[src/rtl/alien_depth_sorter_if.sv]
// Alien entry type and the sorter's game-side / renderer-side bundle.
// The sorter takes the slave side; game logic and bench take the master side.
package alien_pkg;
    localparam int OBJ_LIMIT = 8;
    localparam int R_W       = 4;

    typedef struct packed {
        logic           _active;
        logic [1:0]     _quadrant;
        logic [1:0]     _type;
        logic [2:0]     _frame_num;
        logic [R_W-1:0] _r;
    } AlienData;
endpackage

interface alien_depth_sorter_if #(
    parameter int N  = alien_pkg::OBJ_LIMIT,
    parameter int CW = $clog2(N+1)
);
    import alien_pkg::*;

    logic          frame_tick;
    AlienData      obj_in  [0:N-1];
    AlienData      obj_out [0:N-1];
    logic [CW-1:0] active_count;
    logic          busy;
    logic          done;
    logic          overrun;

    modport master (
        output frame_tick, obj_in,
        input  obj_out, active_count, busy, done, overrun
    );

    modport slave (
        input  frame_tick, obj_in,
        output obj_out, active_count, busy, done, overrun
    );
endinterface

[src/rtl/alien_depth_sorter.sv]
// Per-frame stable depth sort of the alien array (active first, ascending _r),
// odd-even transposition, published atomically during vertical blanking.
module alien_depth_sorter
    import alien_pkg::*;
#(
    parameter int N  = OBJ_LIMIT,
    parameter int CW = $clog2(N+1)
) (
    input  logic                 clk_25MHz,
    input  logic                 rst_n,
    alien_depth_sorter_if.slave  bus
);

    typedef enum logic [1:0] {IDLE, SORT, PUBLISH} state_t;

    state_t        r_state;
    state_t        w_next;
    AlienData      r_work [0:N-1];
    AlienData      w_pass [0:N-1];
    AlienData      r_out  [0:N-1];
    logic [CW-1:0] r_pass;
    logic [CW-1:0] r_count;
    logic [CW-1:0] w_cnt;
    logic          r_done;
    logic          r_overrun;

    // Inactive entries collapse to one key so they never swap among themselves.
    function automatic logic [R_W:0] key(input logic act,
                                         input logic [R_W-1:0] r);
        return act ? {1'b0, r} : {1'b1, {R_W{1'b0}}};
    endfunction

    always_comb begin
        w_pass = r_work;
        for (int i = 0; i < N-1; i++) begin
            if ((i[0] == r_pass[0]) &&
                (key(r_work[i]._active, r_work[i]._r) >
                 key(r_work[i+1]._active, r_work[i+1]._r))) begin
                w_pass[i]   = r_work[i+1];
                w_pass[i+1] = r_work[i];
            end
        end
    end

    always_comb begin
        w_cnt = '0;
        for (int i = 0; i < N; i++) begin
            w_cnt = w_cnt + {{(CW-1){1'b0}}, r_work[i]._active};
        end
    end

    always_comb begin
        w_next = r_state;
        unique case (r_state)
            IDLE:    if (bus.frame_tick) w_next = SORT;
            SORT:    if (r_pass == CW'(N-1)) w_next = PUBLISH;
            PUBLISH: w_next = IDLE;
            default: w_next = IDLE;
        endcase
    end

    always_ff @(posedge clk_25MHz or negedge rst_n) begin
        if (!rst_n) begin
            r_state <= IDLE;
        end else begin
            r_state <= w_next;
        end
    end

    always_ff @(posedge clk_25MHz or negedge rst_n) begin
        if (!rst_n) begin
            r_work    <= '{default: '0};
            r_out     <= '{default: '0};
            r_pass    <= '0;
            r_count   <= '0;
            r_done    <= 1'b0;
            r_overrun <= 1'b0;
        end else begin
            r_done    <= (r_state == PUBLISH);
            r_overrun <= r_overrun | (bus.frame_tick && (r_state != IDLE));
            unique case (r_state)
                IDLE: begin
                    if (bus.frame_tick) begin
                        r_work <= bus.obj_in;
                        r_pass <= '0;
                    end
                end
                SORT: begin
                    r_work <= w_pass;
                    r_pass <= r_pass + 1'b1;
                end
                PUBLISH: begin
                    r_out   <= r_work;
                    r_count <= w_cnt;
                end
                default: ;
            endcase
        end
    end

    assign bus.obj_out      = r_out;
    assign bus.active_count = r_count;
    assign bus.busy         = (r_state != IDLE);
    assign bus.done         = r_done;
    assign bus.overrun      = r_overrun;

endmodule

[src/flat_wrapper.sv]
// flat-port wrapper written by rule: the top's interface ports become plain ports
module alien_depth_sorter_flat import alien_pkg::*;
#(
    parameter int N  = OBJ_LIMIT,
    parameter int CW = $clog2(N+1)
)
  (clk_25MHz, rst_n, bus_frame_tick, bus_obj_in, bus_obj_out, bus_active_count, bus_busy, bus_done, bus_overrun);
  alien_depth_sorter_if #(.N(N), .CW(CW)) bus_i ();
  input  logic clk_25MHz;
  input  logic rst_n;
  input wire logic [$bits(bus_i.frame_tick)-1:0] bus_frame_tick;
  input wire logic [$bits(bus_i.obj_in)-1:0] bus_obj_in;
  output wire logic [$bits(bus_i.obj_out)-1:0] bus_obj_out;
  output wire logic [$bits(bus_i.active_count)-1:0] bus_active_count;
  output wire logic [$bits(bus_i.busy)-1:0] bus_busy;
  output wire logic [$bits(bus_i.done)-1:0] bus_done;
  output wire logic [$bits(bus_i.overrun)-1:0] bus_overrun;
  assign bus_i.frame_tick = bus_frame_tick;
  assign bus_i.obj_in = {>>{bus_obj_in}};
  assign bus_obj_out = {>>{bus_i.obj_out}};
  assign bus_active_count = bus_i.active_count;
  assign bus_busy = bus_i.busy;
  assign bus_done = bus_i.done;
  assign bus_overrun = bus_i.overrun;
  alien_depth_sorter #(.N(N), .CW(CW)) u_core (.clk_25MHz(clk_25MHz), .rst_n(rst_n), .bus(bus_i));
endmodule
[config.mk]
export PLATFORM = sky130hd
export DESIGN_NAME = alien_depth_sorter_flat
export DESIGN_NICKNAME = d
export VERILOG_FILES = /design/src/rtl/alien_depth_sorter_if.sv /design/src/rtl/alien_depth_sorter.sv /design/src/flat_wrapper.sv
export SDC_FILE = /design/constraint.sdc
export NUM_CORES = 1
export LEC_CHECK = 0
export ABC_AREA = 1
export CORE_UTILIZATION = 45
export DETAILED_ROUTE_END_ITERATION = 7
export PLACE_DENSITY_LB_ADDON = 0.1
export REMOVE_ABC_BUFFERS = 1
export SYNTH_ARGS = -nofsm -noshare
export SYNTH_HDL_FRONTEND = slang
export SYNTH_SLANG_ARGS = --single-unit
[constraint.sdc]
create_clock -name clk_25MHz -period 5.79 [get_ports clk_25MHz]
set_input_delay 1.4475 -clock clk_25MHz [delete_from_list [all_inputs] [get_ports clk_25MHz]]
set_output_delay 1.4475 -clock clk_25MHz [all_outputs]
set_load 0.02 [all_outputs]
==> run summary, run 1 <==
The clock period could shrink to about 3.6 ns. Summed over all instances, the cell type with the most area after synthesis is sky130_fd_sc_hd__dfrtp_1. The leakage power summed over all cells came out at 6.917 nW. The clock slew at the register clock pins of the worst setup and hold paths is 0.06 ns. The core outline area is about 0.024 sq mm. Yosys attributes the largest share of cell area to sky130_fd_sc_hd__dfrtp_1 (47%), sky130_fd_sc_hd__nand2_1 (19%), sky130_fd_sc_hd__o21ai_0 (5.9%), sky130_fd_sc_hd__inv_1 (5.0%), sky130_fd_sc_hd__nand3_1 (4.7%). The flip-flop and latch count after synthesis is between 200 and 250. The clock tree skew after final layout is 0.01644 ns. The estimated wirelength of the detail-placed design came out at 20860 microns. The post-route DRC violation count is 0. The post-synthesis instance area is 0.01086 sq mm. The most critical setup path has its startpoint at bus_frame_tick.

The post-synthesis mux area share is 0. The number of buffer and inverter instances along the worst setup path came out at 3. The most common flop cell mapped by yosys is sky130_fd_sc_hd__dfrtp_1. In the global route stage, met2 resource usage came out at 0.3949. The share of synthesized area in the top cell type comes to 0.4700. met2 is the most crowded layer. Setup repair after global routing left no endpoint under its margin. The via count of the first global-routing pass was between 9000 and 10000. In this run the number of H-tree levels came out at 1. The met3 layer usage reported by global route came out at 0.04405. At the worst endpoint, the required time is 6.25 ns. The signal arrival time at the worst endpoint is 4.07 ns. The final count of negative-setup-slack endpoints came out at 0. The path class of the tightest hold or removal check is register to register.

The number of pins exceeding their max-slew limit in the final report was 0. The share of synthesized cell area in full adder, half adder and majority cells came out at 0.04770. The slowest stage of the critical path is the sky130_fd_sc_hd__nor2_2 cell.

In this run the cell area measured after placement is 0.01301 sq mm. The total CTS buffers is 24. The finished layout cell area is 0.01383 sq mm. Following the worst setup path forward leads to its endpoint at u_core.r_work[36]. The wire length of the first global-routing pass is 48890 microns. The highest achievable clock rate is about 280 MHz. The number of endpoints with negative hold slack in the final report is 0. The type of origin of the critical path is an input port.

The minimum setup slack among reg-to-reg paths is about 2.5 ns. Counting flops with a built-in enable in the synthesized netlist gives 0. The count of buffers added on input and output ports is ~200. Power comes to 8.484 mW. Dividing the final minimum period by the clock period gives 0.6240. The proportion of synthesized chip area in sequential cells is 0.4700. In the layout the commonest cells are sky130_fd_sc_hd__nand2_1 (553), sky130_fd_sc_hd__dfrtp_1 (204), sky130_fd_sc_hd__clkdlybuf4s50_1 (200). In the final routed layout, each cell accounts on average for 15.40 microns. The final worst-path setup slack is around 2.2 ns. The setup TNS is 0 ns. The clock root buffer master is sky130_fd_sc_hd__clkbuf_16. The max-cap violation count is 0. The headroom to the max-slew limit is 0.3453. The remaining global-route overflow is 0.

The number of I/O pins came out at 202. The die area came out at 0.02476 sq mm. Prior to clock tree synthesis, the placed netlist has a worst setup slack of 1.642 ns. The die is 157.4 microns tall. The transition time at the pin with the least slew margin is a little under 1 ns. Among the stages of the critical path, the cell type that occurs most often is sky130_fd_sc_hd__nand2_1. In this run, post-CTS repair resized a total of 0 instances. Walking the worst path, the cells encountered are clkdlybuf4s50_1 -> inv_1 -> nor2_2 -> inv_2 -> nand2_2 -> nand2_1 -> nor2_1 -> nand2_1 -> nand2_1.

The depth of the critical timing path with buffers and inverters included is 9. The weighted congestion reported at the end of routability-driven placement came out at 0.8518. The effective utilization at floorplan came out at 0.4613. Along the worst path, the maximum fanout reaches 24. Measured in cells, the most critical reg-to-reg path has a length of 8. Of the total synthesized cell area, the portion taken by XOR and XNOR cells is 0.0008065. Of the cells placed in the final design, the portion with a size suffix greater than 1 is 0.05744.

Row generation in the floorplan step produced 56 rows. The combined global-route utilization of all metal layers came out at 0.2486. For this block, the routed nets add up to 29850 microns of wire. The simple-gate share of the synthesized area came out at 0.3016. The maximum number of pins on one net before global-route repair came out at about 120. The highest ir drop seen on vdd came out at approximately 0.25 mV. The total of warnings raised by yosys is 0. The number of design-rule violations left by the first detailed-router iteration came out at approximately 700. The repair_antennas step left the layout with diodes totalling 0. At the later pin of the worst-skew pair, clock insertion delay measures 0.53 ns.

The dominant combinational cell family by area after synthesis is simple AND/OR/NAND/NOR gates. For this run, asynchronously set or reset flops after synthesis account for 1.000. The reg-to-reg critical path endpoint is u_core.bus.active_count[2]. TritonCTS built the clock tree. The delay of the slowest cell on the worst path came out at roughly 0.58 ns. The distinct cell type count of the synthesized netlist is 35.

In this run the deepest clock path goes through 3 buffers. The number of buffers added to fix hold violations after cts came out at 0. Leaving out fill and tap cells, the most frequent cell in the layout is sky130_fd_sc_hd__nand2_1. The critical path in this run is classified as input port to register. The width of the die came out at 157.4 microns. The run finished with clean final reports.

The area fraction in compound gates after synthesis is 0.09447. The total power divided by cell area came out at 613.6 mW/mm^2. The number of vias per cell is 5.033. The cell count after synthesis came out at 1442. The worst register-to-register path begins at u_core.r_work[95].

In the global route stage, met1 resource usage came out at 0.3518. Summing over every cut layer, the via total after detailed routing is approximately 9800. The clock sink count came out at just over 200. The initial antenna violation count came out at 0.

The total iterations of the first detailed-routing run came out at 5. The number of setup buffers added after CTS came out at 0. STA classifies the critical path endpoint as a register. From synthesis to final layout, the design area changed by 27.32%.

For this run, the post-layout net count is roughly 1700. The count of nets left with antenna violations after detail routing came out at 0. The mean instance size in the synthesized netlist is 7.531 sq um.

The cell family contributing the most delay on the critical path is simple AND/OR/NAND/NOR gates.
## cell usage after synthesis, types with 7 or more instances
cell                       count
sky130_fd_sc_hd__nand4_1      40
sky130_fd_sc_hd__inv_1       145
sky130_fd_sc_hd__o21ai_0     129
sky130_fd_sc_hd__dfrtp_1     204
sky130_fd_sc_hd__nand3_1     101
sky130_fd_sc_hd__ha_1         35
sky130_fd_sc_hd__buf_2        23
sky130_fd_sc_hd__o211ai_1     29
sky130_fd_sc_hd__clkbuf_1     39
sky130_fd_sc_hd__a21oi_1      14
sky130_fd_sc_hd__nor2_1       62
sky130_fd_sc_hd__nand2_2       8
sky130_fd_sc_hd__nand2_1     554
sky130_fd_sc_hd__inv_2         7
sky130_fd_sc_hd__or2_2        12
## where the power goes
group          internal [mW]  total, mW  switching [mW]
Clock                  0.950       1.56           0.609
Combinational           1.56       4.47            2.91
Sequential              1.99       2.46           0.467
## per-stage QoR
step | util | std cells | hold WS, ns
2_1_floorplan | - | 1366 | 0.4488
3_3_place_gp | 0.5526 | 1896 | 0.4529
3_5_place_dp | 0.5526 | 1896 | 0.4576
4_1_cts | 0.5873 | 1938 | 0.4723
5_1_grt | 0.5873 | 1938 | 0.4893
6_report | 0.5873 | 1938 | 0.4640
## registers in the layout, indices dropped and copies added, names as in the netlist
| register | flops |
|---|---|
| u_core.r_state | 2 |
| u_core.r_work | 96 |
| u_core.bus.active_count | 4 |
| u_core.r_pass | 4 |
| u_core.bus.done | 1 |
| u_core.bus.obj_out | 96 |
| u_core.bus.overrun | 1 |
## tightest hold or removal path, cell delays in order (launching register included)
cell and delay [ns]:
sky130_fd_sc_hd__dfrtp_1 0.34, sky130_fd_sc_hd__nand2_1 0.05, sky130_fd_sc_hd__nand2_1 0.04
## kinds of logic (layout without fill, tap and decap cells)
logic type                 Yosys count  in the layout
and+or+nand+nor                    787            787
buffers and inverters              229            406
DFF                                204            204
AOI/OAI and AO/OA                  182            182
adders and majority gates           39             39
xor gates and xnor gates             1              1
## worst min path at each step
stage	start	cells past startpoint	slack, ns	end
6_report	u_core.bus.obj_out[5]	2	0.46	u_core.bus.obj_out[5]
5_1_grt	u_core.bus.obj_out[27]	2	0.49	u_core.bus.obj_out[27]
4_1_cts	u_core.bus.obj_out[5]	2	0.47	u_core.bus.obj_out[5]
3_5_place_dp	u_core.bus.obj_out[5]	2	0.46	u_core.bus.obj_out[5]
3_3_place_gp	u_core.bus.obj_out[3]	2	0.45	u_core.bus.obj_out[3]
2_1_floorplan	u_core.r_work[66]	2	0.45	u_core.r_work[66]
## final cells by class
class                           count  area, sq um
Clock buffer                       35        721.9
Clock inverter                      7        96.34
Multi-Input combinational cell   1009         4833
Fill cell                        2227         9716
Sequential cell                   204         5105
Tap cell                          319        399.1
Inverter                          153        579.3
Timing Repair Buffer              211         2092
## routing by layer
metal | wire (microns) | share of wire
met5 | 0 | 0
met4 | 465 | 0.016
met3 | 1904 | 0.064
met2 | 13430 | 0.45
met1 | 14050 | 0.47
(Power assumes the default switching activity.)
==> inputs of run 2 (changes only) <==
Clock period 5.79 ns to 3.4 ns, I/O delays scaled along.
==> run summary, run 2 (synthesized netlist as in run 1, its figures left out) <==
The flow ran to the end, and the final reports show no timing, DRC or antenna violations. The core outline area is 0.02354 sq mm (unchanged). The internal power came out at 7.786 mW (+73%).

The worst setup path category is register to register. The count of nets left with antenna violations after detail routing came out at 0 (unchanged). The die extent in y is 157.4 microns (unchanged). The final-stage net count came out at 1755 (+0.80%).

The clock slew at the register clock pins of the worst setup and hold paths came out at 0.06 ns (about the same). Tracing the worst setup path back leads to its startpoint at u_core.r_work[95]. The transition time at the pin with the least slew margin is 0.7023 ns (-0.2799 ns).

The headroom to the max-slew limit was 0.5313 (+0.1861). The switching power summed over all nets came out at 6.787 mW (+70%). The biggest fanout along the worst timing path was 3 (-88%). The via count of the first global-routing pass is 9376 (-0.83%). The depth of the CTS H-tree came out at 1 (unchanged). The layout cell share with drive strength beyond 1 is 0.06548 (+0.008041). The post-detailed-route wirelength per cell is 15.20 microns (-1.3%). The post-placement cell count came out at 1911 (+0.79%).

The final-layout fill cell count came to 2206 (-0.94%). The post-placement worst setup slack is 0.3083 ns (-1.334 ns). The via count is 9805 (+0.53%). TritonCTS built the clock tree.

The number of antenna repair diodes came out at 0 (unchanged). The post-route DRC violation count came out at 0 (unchanged). The remaining global-route overflow came out at 0 (unchanged). The number of buffer cells added on primary ports came to 201 (unchanged).

The startpoint identified for the worst register-to-register timing path is u_core.r_work[95]. The effective utilization at floorplan is 0.4613 (unchanged). The post-route non-filler standard cell count came to 1953 (+0.77%).

The number of buffers added to fix hold violations after cts came out at 0 (unchanged). The number of design-rule violations left by the first detailed-router iteration is 667 (-4.3%). The combined global-route utilization of all metal layers is 0.2455 (-0.003185). The number of buffers on the longest clock path is 3 (unchanged). The part of the power in combinational logic is 0.535 (+0.009). The number of endpoints with negative hold slack in the final report is 0 (unchanged). The total CTS buffers came to 23 (-4.2%).

The type of origin of the critical path is a register. The maximum number of pins on one net before global-route repair is 129 (+8.4%). For this run, the top clock speed supported by timing is around 330 MHz. The worst endpoint required time was 3.79 ns (-2.46 ns). Setup repair after global routing left no endpoint under its margin. The clock network fraction of total power came out at 0.180 (-0.004). The most prevalent standard cell on the critical path is sky130_fd_sc_hd__fa_1. The final worst-path setup slack came out at 0.3332 ns (-1.844 ns). The leakage power summed over all cells is 6.983 nW (+0.95%). The most common cell after layout, fill and taps aside is sky130_fd_sc_hd__nand2_1. The post-cts sizing count is 0 (unchanged). The die area came out at 0.02476 sq mm (unchanged). The signal arrival time at the worst endpoint is 3.45 ns (-0.62 ns).

The area growth from synthesis to layout is 28.43%. The delay of the slowest cell on the worst path came out at 0.52 ns (-0.06 ns). The initial antenna violation count is 0 (unchanged). The overall routed net length came out at 29680 microns (-0.55%).

The part of the cycle the worst path needs came out at 0.9020. The highest ir drop seen on vdd is 0.5760 mV (+130%). The estimated wirelength of the detail-placed design is 21060 microns (+0.94%).

The max-cap violation count came out at 0 (unchanged). The count of standard-cell rows came to 56 (unchanged). The class of the tightest hold or removal check is input port to asynchronous set/reset pin. The number of setup buffers added after CTS came out at 0 (unchanged). The tree is rooted in a sky130_fd_sc_hd__clkbuf_16. The clock insertion delay at the later pin of the skew report came out at 0.52 ns (about the same). On the critical path, the stage with the largest delay is an instance of sky130_fd_sc_hd__fa_1.

The total iterations of the first detailed-routing run came out at 5 (unchanged). The clock tree skew after final layout is 0.01922 ns (+0.002783 ns). The clock sink count came out at 204 (unchanged). The number of I/O pins came to 202 (unchanged). The final count of negative-setup-slack endpoints is 0 (unchanged).

Traced cell by cell, the critical path runs through inv_1 -> ha_1 -> fa_1 -> fa_1 -> fa_1 -> fa_1 -> xor2_1 -> o21ai_0. The width of the die came out at 157.4 microns (unchanged). The weighted congestion reported at the end of routability-driven placement came to 0.8415 (-1.2%). The total power is 14.57 mW (+72%). The number of vias per cell came out at 5.020 (-0.24%). The wire length of the first global-routing pass came to 48400 microns (-1.0%). The top cell types in the final layout, fill and taps aside, are sky130_fd_sc_hd__nand2_1 (553), sky130_fd_sc_hd__dfrtp_1 (204), sky130_fd_sc_hd__clkdlybuf4s50_1 (200).

The number of pins exceeding their max-slew limit in the final report is 0 (unchanged). The clock period minus final worst setup slack is 3.067 ns. The sort of element at the end of the critical path is a register. The share of power burned in registers is 0.286 (-0.004).

The total power divided by cell area came out at 1045 mW/mm^2 (+70%). The switching fraction of total power came out at 0.4657 (-0.003821).
-- run 2: changes by cell type in the layout (fill, tap and decap cells not counted), moves of 2 or more --
cell,previous run,this run
sky130_fd_sc_hd__clkinvlp_4,0,2
sky130_fd_sc_hd__clkbuf_8,8,6
sky130_fd_sc_hd__buf_4,10,23
sky130_fd_sc_hd__buf_12,0,2
-- run 2: worst paths after layout --
kind | to | slack [ns] | cells after the start
worst max-delay path | u_core.bus.active_count[2] | 0.33 | 8
min in group clk_25MHz | u_core.bus.obj_out[5] | 0.47 | 2
max in group asynchronous | u_core.bus.obj_out[7] | 2.26 | 2
worst min-delay path | u_core.bus.obj_out[2] | 0.28 | 1
worst max register to register | u_core.bus.active_count[2] | 0.33 | 8
worst min register to register | u_core.bus.obj_out[5] | 0.47 | 2
-- run 2: metrics by stage --
step	utilization	hold WS, ns	cell area, sq um	setup TNS (ns)
after floorplan	-	0.4488	10510	-64.59
after global placement	0.5584	0.4526	13150	0
after detailed placement	0.5584	0.4573	13150	0
after CTS	0.5925	0.3033	13950	0
after global routing	0.5925	0.3252	13950	0
final	0.5925	0.2763	13950	0
-- run 2: layout make-up --
cell class              count  area, sq um  share of cell area
flip-flops and latches    204         5105              0.3660
multi-input cells        1009         4833              0.3465
repair buffers            226         2230              0.1598
clock buffers              33        673.1             0.04826
inverters                 153        579.3             0.04153
well taps                 319        399.1             0.02861
clock inverters             9        128.9            0.009239
-- run 2: metal layers --
metal,global-route usage,share of wire,up-vias,wire length [microns]
met1,0.3478,0.46,4528,13780
met3,0.03800,0.063,40,1863
met5,0,0,-,0
met4,0.05039,0.016,0,480
met2,0.3970,0.46,291,13560
li1,-,-,4946,-
-- run 2: worst max-delay path, delay by kind of cell, from the launching register on --
family                   cells  cell delay, ns
flip-flops                   1            0.37
buffers and inverters        1            0.10
adder cells (fa/ha/maj)      5            2.19
XOR/XNOR                     1            0.17
AO/OA/AOI/OAI                1            0.09
-- run 2: power by group through the flow --
stage | sequential, mW | clock, mW | combinational, mW
floorplan | 4.51 | 0 | 4.56
global placement | 4.17 | 0 | 7.67
detailed placement | 4.18 | 0 | 7.83
CTS | 4.16 | 2.66 | 7.87
global route | 4.28 | 2.76 | 8.85
finish | 4.16 | 2.62 | 7.79
==> inputs of run 3 (changes only) <==
Settings changed: CORE_UTILIZATION 45 to 53, PLACE_DENSITY from default to 0.81, PLACE_DENSITY_LB_ADDON 0.1 to default.
Clock period 3.4 ns to 3.1 ns, I/O delays scaled along.
==> run summary, run 3 (synthesized netlist as in run 1, its figures left out) <==
The number of buffer cells added on primary ports is 201 (unchanged). By instance count, the cell type seen most on the critical path is sky130_fd_sc_hd__fa_1. The number of I/O pins came out at 202 (unchanged). The final hold slack is 0.1928 ns (-0.08348 ns).

The worst setup path is captured at a register. The max-cap violation count came out at 0 (unchanged). The headroom to the max-slew limit came out at 0.4768 (-0.05452).

The final-stage net count is 1759 (+0.23%). The worst endpoint required time came out at 3.53 ns (-0.26 ns). The share of power burned in registers is 0.287 (about the same). For this design, the slowest cell found on the critical path is sky130_fd_sc_hd__fa_1.

The number of pins exceeding their max-slew limit in the final report is 0 (unchanged). The total CTS buffers is 23 (unchanged). The depth of the CTS H-tree is 1 (unchanged). The clock sink count is 204 (unchanged).

The via count came out at 10110 (+3.1%). The signal arrival time at the worst endpoint is 3.37 ns (-0.08 ns). The clock network fraction of total power is 0.169 (-0.011). The initial antenna violation count came out at 0 (unchanged). The number of setup buffers added after CTS is 0 (unchanged). The highest achievable clock rate came out at 340.3 MHz (+4.4%). The total iterations of the first detailed-routing run was 5 (unchanged).

The remaining global-route overflow came out at 0 (unchanged). The biggest fanout along the worst timing path is 3 (unchanged). TritonCTS built the clock tree. The switching fraction of total power is 0.4715 (+0.005812). The clock insertion delay at the later pin of the skew report is 0.51 ns (about the same).

The estimated wirelength of the detail-placed design is 20730 microns (-1.5%). The post-route DRC violation count came out at 0 (unchanged). The via count of the first global-routing pass is 9905 (+5.6%). The clock period minus final worst setup slack came out at 2.939 ns (-0.1279 ns). The overall routed net length came out at 29300 microns (-1.3%). The part of the cycle the worst path needs is 0.9481 (+0.04604). The critical path in this run is classified as register to register. The die extent in y came to 145.2 microns (-7.8%). The library cell used most frequently in the layout, excluding fill and tap cells, is sky130_fd_sc_hd__nand2_1. Clock tree synthesis selected as its root buffer the cell sky130_fd_sc_hd__clkbuf_16.

The type of origin of the critical path is a register. The maximum number of pins on one net before global-route repair was 88 (-32%). The setup TNS is 0 ns (unchanged).

The highest ir drop seen on vdd came to 0.5324 mV (-7.6%). Leaving out fill and tap cells, the most frequent cells in the layout are sky130_fd_sc_hd__nand2_1 (553), sky130_fd_sc_hd__dfrtp_1 (204), sky130_fd_sc_hd__clkdlybuf4s50_1 (200). The final count of negative-setup-slack endpoints came out at 0 (unchanged). The internal power is 8.420 mW (+8.2%). The run finished with clean final reports.

The layout cell share with drive strength beyond 1 is 0.06842 (+0.002934). The die area is 0.02107 sq mm (-15%). The total power divided by cell area came out at 1148 mW/mm^2 (+9.9%). The clock slew at the register clock pins of the worst setup and hold paths is 0.06 ns (about the same). The path class of the tightest hold or removal check is input port to asynchronous set/reset pin. The final-layout fill cell count came to 1630 (-26%). On the critical path the largest part of the delay comes from adder cells. The number of buffer and inverter instances along the worst setup path came to 1 (unchanged). The wire length of the first global-routing pass came out at 49400 microns (+2.1%). The post-detailed-route wirelength per cell came out at 15.41 microns (+1.4%). The combined global-route utilization of all metal layers was 0.2851 (+0.03967).

The weighted congestion reported at the end of routability-driven placement is 0.8681 (+3.2%). The clock tree skew after final layout is 0.008544 ns (-0.01068 ns). Setup repair after global routing left no endpoint under its margin. The transition time at the pin with the least slew margin came to 0.7848 ns (+0.08256 ns).

The part of the power in combinational logic is 0.544 (+0.009). The core outline area is 0.01978 sq mm (-16%). Walking the worst path, the cells encountered are inv_2 -> ha_4 -> fa_1 -> fa_1 -> fa_2 -> fa_1 -> xor2_1 -> o21ai_0.

The count of nets left with antenna violations after detail routing was 0 (unchanged). The number of design-rule violations left by the first detailed-router iteration was 712 (+6.7%). The number of endpoints with negative hold slack in the final report was 0 (unchanged). The effective utilization at floorplan is 0.5490 (+0.08771). The width of the die came out at 145.2 microns (-7.8%). The leakage power summed over all cells is 6.981 nW (about the same). The number of antenna repair diodes is 0 (unchanged). The number of vias per cell is 5.313 (+5.8%). Relative to the synthesized area, the layout overhead comes to 27.80%. The switching power summed over all nets is 7.513 mW (+11%). The total power is 15.93 mW (+9.3%). The count of standard-cell rows came out at 51 (-8.9%). The delay of the slowest cell on the worst path came out at 0.53 ns (about the same). The number of buffers on the longest clock path is 3 (unchanged).
[run 3: power by group through the flow]
stage	logic, mW	registers, mW	clock network (mW)
2_1_floorplan	5.01	4.94	0
3_3_place_gp	8.30	4.55	0
3_5_place_dp	8.58	4.58	0
4_1_cts	8.69	4.55	2.71
5_1_grt	9.73	4.70	2.82
6_report	8.68	4.57	2.69
[run 3: stage by stage]
stage / instance area, sq um / cells / util / setup WS [ns]
CTS: 13880 / 1902 / 0.7015 / 0.04451
floorplan: 10510 / 1366 / - / -1.256
detailed placement: 13120 / 1861 / 0.6633 / 0.01036
global route: 13880 / 1902 / 0.7016 / 0.02422
global placement: 13120 / 1861 / 0.6633 / 0.1258
finish: 13880 / 1902 / 0.7016 / 0.1610
[run 3: cell type report]
class,count,area (sq um),area share
inverter,153,579.3,0.04174
clock buffer,34,676.9,0.04877
clock inverter,7,66.31,0.004778
sequential,204,5105,0.3678
multi-input combinational,1009,4848,0.3493
timing repair buffer,230,2272,0.1637
tap,265,331.6,0.02389
[run 3: routing by layer]
metal | global-route usage | share of wire | vias to the layer above
li1 | - | - | 4947
met1 | 0.3939 | 0.44 | 4718
met2 | 0.4651 | 0.47 | 387
met3 | 0.04560 | 0.074 | 53
met4 | 0.07895 | 0.021 | 0
met5 | 0 | 0 | -
[run 3: final timing paths]
path	start	to	slack, ns	depth (start not counted)
max	u_core.r_work[95]	u_core.bus.active_count[2]	0.16	8
min	rst_n	u_core.bus.obj_out[14]	0.19	1
max reg2reg	u_core.r_work[95]	u_core.bus.active_count[2]	0.16	8
min reg2reg	u_core.bus.obj_out[27]	u_core.bus.obj_out[27]	0.47	2
max in group asynchronous	rst_n	u_core.bus.obj_out[24]	2.16	2
min in group clk_25MHz	u_core.bus.obj_out[27]	u_core.bus.obj_out[27]	0.47	2
[run 3: what timing repair did]
| action | in CTS | in global routing |
|---|---|---|
| hold buffers | 0 | 0 |
| endpoints found under the setup margin | 1 | 2 |
| resized for setup | 1 | 2 |
